==> config.mk <==
export PLATFORM = sky130hd
export DESIGN_NAME = dyna_uart_tx
export DESIGN_NICKNAME = d
export VERILOG_FILES = /design/src/rtl/dyna_uart_tx.sv
export SDC_FILE = /design/constraint.sdc
export NUM_CORES = 1
export LEC_CHECK = 0
export CAP_MARGIN = 40
export CORE_MARGIN = 4
export CORE_UTILIZATION = 57
export DETAILED_ROUTE_END_ITERATION = 16
export PLACE_DENSITY_LB_ADDON = 0.1
export SLEW_MARGIN = 20
export SYNTH_ARGS = -nofsm -noshare
export SYNTH_HDL_FRONTEND = slang
export SYNTH_SLANG_ARGS = --single-unit
export TNS_END_PERCENT = 100
==> constraint.sdc <==
create_clock -name i_clk -period 3.6 [get_ports i_clk]
set_input_delay 0.72 -clock i_clk [delete_from_list [all_inputs] [get_ports i_clk]]
set_output_delay 0.72 -clock i_clk [all_outputs]
set_load 0.02 [all_outputs]
==> src/rtl/dyna_uart_tx.sv <==
// 8N1 transmitter, LSB first, BAUD_DIV clocks per bit. ready rises in the
// last stop-bit cycle so a waiting byte follows with no idle gap.
module dyna_uart_tx #(
  parameter int BAUD_DIV = 50
) (
  input  logic       i_clk,
  input  logic       i_rst,
  input  logic [7:0] i_data,
  input  logic       i_valid,
  output logic       o_ready,
  output logic       o_tx
);

  localparam int BW = (BAUD_DIV > 1) ? $clog2(BAUD_DIV) : 1;
  localparam logic [BW-1:0] BAUD_LAST = BW'(BAUD_DIV - 1);

  logic [BW-1:0] r_baud;
  logic [3:0]    r_bit;
  logic [8:0]    r_shift;
  logic          r_busy;
  logic          r_tx;
  logic          w_bit_end;

  assign w_bit_end = (r_baud == BAUD_LAST);
  assign o_ready   = !r_busy || (w_bit_end && (r_bit == 4'd9));
  assign o_tx      = r_tx;

  always_ff @(posedge i_clk or posedge i_rst) begin
    if (i_rst) begin
      r_baud  <= '0;
      r_bit   <= '0;
      r_shift <= '0;
      r_busy  <= 1'b0;
      r_tx    <= 1'b1;
    end else if (i_valid && o_ready) begin
      r_busy  <= 1'b1;
      r_tx    <= 1'b0;
      r_shift <= {1'b1, i_data};
      r_bit   <= '0;
      r_baud  <= '0;
    end else if (r_busy) begin
      if (!w_bit_end) begin
        r_baud <= r_baud + 1'b1;
      end else begin
        r_baud <= '0;
        // r_bit counts the bit currently on the line; 9 is the stop bit.
        if (r_bit == 4'd9) begin
          r_busy <= 1'b0;
        end else begin
          r_tx    <= r_shift[0];
          r_shift <= {1'b0, r_shift[8:1]};
          r_bit   <= r_bit + 1'b1;
        end
      end
    end
  end

endmodule

Word-level counts from Yosys, hierarchy flattened
Index checks and enable logic that the tools add are counted.

Mux-type cells: 19. Reductions and logical operators: 7. Add/subtract/negate cells: 2. Equality and inequality tests: 3.

Operators by type and width (number): $mux W9 (4); $mux W6 (3); $mux W4 (4); $mux W1 (8); $add A6 B1 Y6 const B (1); $eq A6 B6 Y1 const B (1); $add A4 B1 Y4 const B (1); $eq A4 B4 Y1 const B (1); $reduce_bool A2 Y1 (2); $reduce_and A3 Y1 (1); $logic_and A1 B1 Y1 (2); $ne A2 B2 Y1 const B (1); $logic_not A1 Y1 (1); $logic_or A1 B1 Y1 (1).

Logic and storage cells: 36. Output and inout bits: 2. Bits in registers: 21. Input bits: 11.

Depth between registers and ports, before layout
Depth in word-level cells: 6. Gate-level depth with buffers: 7.

Worst setup path before layout
OpenSTA, ideal clock, no wires.

Kind: register to output. From: register r_baud[2]. To: output o_ready. Path buffers: 1. Setup slack: 1664 ps. Arrival time: 1216 ps. Cell stages (with the launch flop): 4. Cells stage by stage: dfrtp_1 > or3b_1 > o31ai_2 > buf_4.

Word-level cells in the longest chain between the ends: 3.

RTL lines: start: declaration (line 17) `logic [BW-1:0] r_baud;`; start signal: assignment (line 43) `r_baud <= r_baud + 1'b1;`; $eq A6 B6 Y1 (line 24) `assign w_bit_end = (r_baud == BAUD_LAST);`; $logic_and A1 B1 Y1 (line 25) `assign o_ready = !r_busy || (w_bit_end && (r_bit == 4'd9));`; $logic_or A1 B1 Y1 (line 25); end: declaration (line 10) `output logic o_ready,`.

No other way between the ends.

Worst setup path in the final report
From: register r_baud[4]. To: output o_ready.

Same word-level chain as after synthesis.

==> results.md <==
- Status: completed
- Area share of the leading cell type in the synthesized netlist: 46.3%
- CTS Buffer Depth: 2
- Routed vias/inst: 5.78
- Total via count after detailed routing: 827
- Total number of nets in the final design: 134
- Post-detailed-routing wire length: 2040 µm
- Number of antenna violations at the first check in global routing: 0
- Leading cell types in the layout, fill and taps excluded: 20 x dfrtp_1, 12 x clkdlybuf4s50_1, 10 x inv_1, 8 x nor2_1, 7 x nand2_1
- Routability-driven placement congestion ratio: 0.808
- Routed wire per std cell: 14.3 µm
- Data required, critical path: 2.88 ns
- Largest net degree at the start of global routing: 22
- Post-detailed-placement half-perimeter wirelength: 1440 µm
- Total of hold buffers inserted after clock tree synthesis: 0
- Number of maximum-capacitance constraint violations: 0
- Post-synthesis average cell area: 10.3 µm²
- Leakage component of the power: 0.563 nW
- Worst hold path class: flip-flop to flip-flop
- Max-Slew Margin vs Limit: 69.0%
- Sequential cell area in the final layout: 527 µm²
- First-pass GRT wire length: 3520 µm
- Share of final-layout standard cells stronger than drive strength 1: 8.47%
- Setup tns final: 0 ns
- Initial DRC Count: 18
- CP endpoint kind: primary output
- Period utilisation layout: 82.6%
- ANT nets after route: 0
- Sequential-to-total area share from yosys stat: 48.8%
- Number of buffers created by CTS: 3
- Largest cells by area after synthesis: dfrtp_1 46%, a221o_1 4.6%, ha_1 4.6%
- Worst clock skew on the final layout: 0.00303 ns
- Core Box Area: 1760 µm²
- Remaining design rule violation count: 0
- Final hold vios: 0
- Synthesized netlist net count: 120
- Die width: 51.5 µm
- Number of failing setup endpoints in the final timing report: 0
- Post-CTS setup repair buffer count: 0
- Total grt overflow: 0
- TritonCTS clock tree: done
- Die area: 2650 µm²
- Total routing usage reported by global routing: 18.1%
- Combined area of the multi-input logic cells: 487 µm²
- Register clock-pin slew on the reported worst setup and hold paths: 0.12 ns
- Number of distinct library cells after synthesis: 30
- Pwr per Cell Area: 297 nW/µm²
- Clock period minus worst slack: 2.98 ns
- Root Buffer Master: clkbuf_4
- CTS sink cnt: 21
- Htree depth: 1
- Setup repair after global routing missed its margin: no
- Critical path peak fanout: 11
- Diodes inserted: 0
- Critical path class: flip-flop to primary output
- Pre-Repair DR Iteration Count: 4
- Layout overhead on the synthesized area: 16.0%
- Number of cells upsized or downsized after cts: 0
- Clock latency at the later pin of the worst-skew pair: 0.31 ns
- Post-synthesis instance area: 1080 µm²
- Number of cell rows: 15
- Total of fill cells in the finished design: 143
- Number of global-route vias before repair: 770
- Worst Tran Pin Value: 0.464 ns
- Commonest non-fill, non-tap cell in the layout: dfrtp_1
- Final Max Tran Viols: 0
- Count of mapped cells out of synthesis: 105
- Post-synth top area cell: dfrtp_1
- Vertical extent of the die: 51.5 µm
- Number of ports placed on the die boundary: 13
- Maximum resistive drop on vdd: 0.294 mV
- Syn. warnings: 0
- Worst reg2reg setup slack: 1.55 ns
- Initial Utilization: 61.2%
- Finished Core Util: 71.0%
- Kind of start point of the critical path: flip-flop
- Worst endpoint data arrival time: 2.26 ns
- Flip-flop and latch count after synthesis: 21
- Port Buf Inserts: 12
- Achievable Freq: 0.336 GHz
-- kinds of logic (layout without fill, tap and decap cells) --
logic type               after synthesis  in the layout  share of synthesized area (%)
AO/OA/AOI/OAI                         25             25                           16.8
XOR/XNOR                               5              5                           4.06
adder cells (fa/ha/maj)                4              4                           4.64
buffers and inverters                 15             28                           6.14
flip-flops                            21             21                           48.8
multiplexers                           5              5                           4.64
AND/OR/NAND/NOR                       30             30                           14.9
-- sequential cells by signal, summed over array words and instances (netlist names) --
signal / count
r_shift: 9
r_baud: 6
r_bit: 4
o_tx: 1
r_busy: 1
-- cell usage after synthesis --
master     count
dfrtp_1       20
xnor2_1        1
or2_1          1
xor2_1         4
o21ai_0        2
a21o_1         2
nor2_1         8
or2_0          1
o2111ai_1      1
a21oi_1        4
buf_4          2
nand3b_1       1
nand4_2        1
inv_1         10
a211oi_1       6
a221o_1        5
nand3_1        5
dfstp_2        1
mux2i_1        5
clkbuf_1       1
or3_1          2
ha_1           4
o31ai_2        1
nand2_1        7
nand4_1        1
or3b_1         1
and4bb_1       1
o21ai_1        4
and2_2         1
buf_2          2
-- path summary, 6_finish.rpt --
path / start / end / cells after the start
min in group asynchronous: i_rst / r_bit[3] / 2
worst max-delay path: r_baud[4] / o_ready / 4
worst min-delay path: r_shift[8] / r_shift[8] / 1
worst max register to register: r_baud[1] / r_bit[3] / 6
worst min register to register: r_shift[8] / r_shift[8] / 1
max in group asynchronous: i_rst / o_tx / 3
-- layer usage --
layer	global-route usage [%]	up-vias	share of wire, %
met2	28.0	19	45
met5	0	-	0
met3	2.58	3	3.0
li1	-	400	-
met4	9.17	0	1.7
met1	24.7	405	50
-- worst max-delay path: stages, from the launching register on --
cell and delay [ns]:
dfrtp_1 0.50, or3b_1 0.39, o31ai_2 0.23, buf_4 0.21, clkdlybuf4s50_1 0.62
-- area by class of cell --
type | instances | area share (%)
clock inverters | 1 | 0.400
multi-input cells | 69 | 38.9
inverters | 10 | 3.00
clock buffers | 3 | 1.80
repair buffers | 14 | 11.4
flip-flops and latches | 21 | 42.1
well taps | 25 | 2.50
-- power by group --
group / switching (mW) / internal (mW) / total [mW]
registers: 0 / 0.236 / 0.236
logic: 0.00856 / 0.0113 / 0.0198
clock network: 0.0743 / 0.0416 / 0.116
total: 0.0828 / 0.289 / 0.372
-- metrics by stage --
stage	hold WS [ns]	instances	worst slack, ns	total power [mW]	instance area [µm²]
5_1_grt	0.530	143	0.559	0.386	1250
6_report	0.501	143	0.625	0.372	1250
3_3_place_gp	0.462	138	0.831	0.258	1210
4_1_cts	0.503	142	0.636	0.375	1240
2_1_floorplan	0.449	105	1.66	0.246	1080
3_5_place_dp	0.473	138	0.768	0.258	1210
No activity file was read; power rests on OpenSTA's default activity.
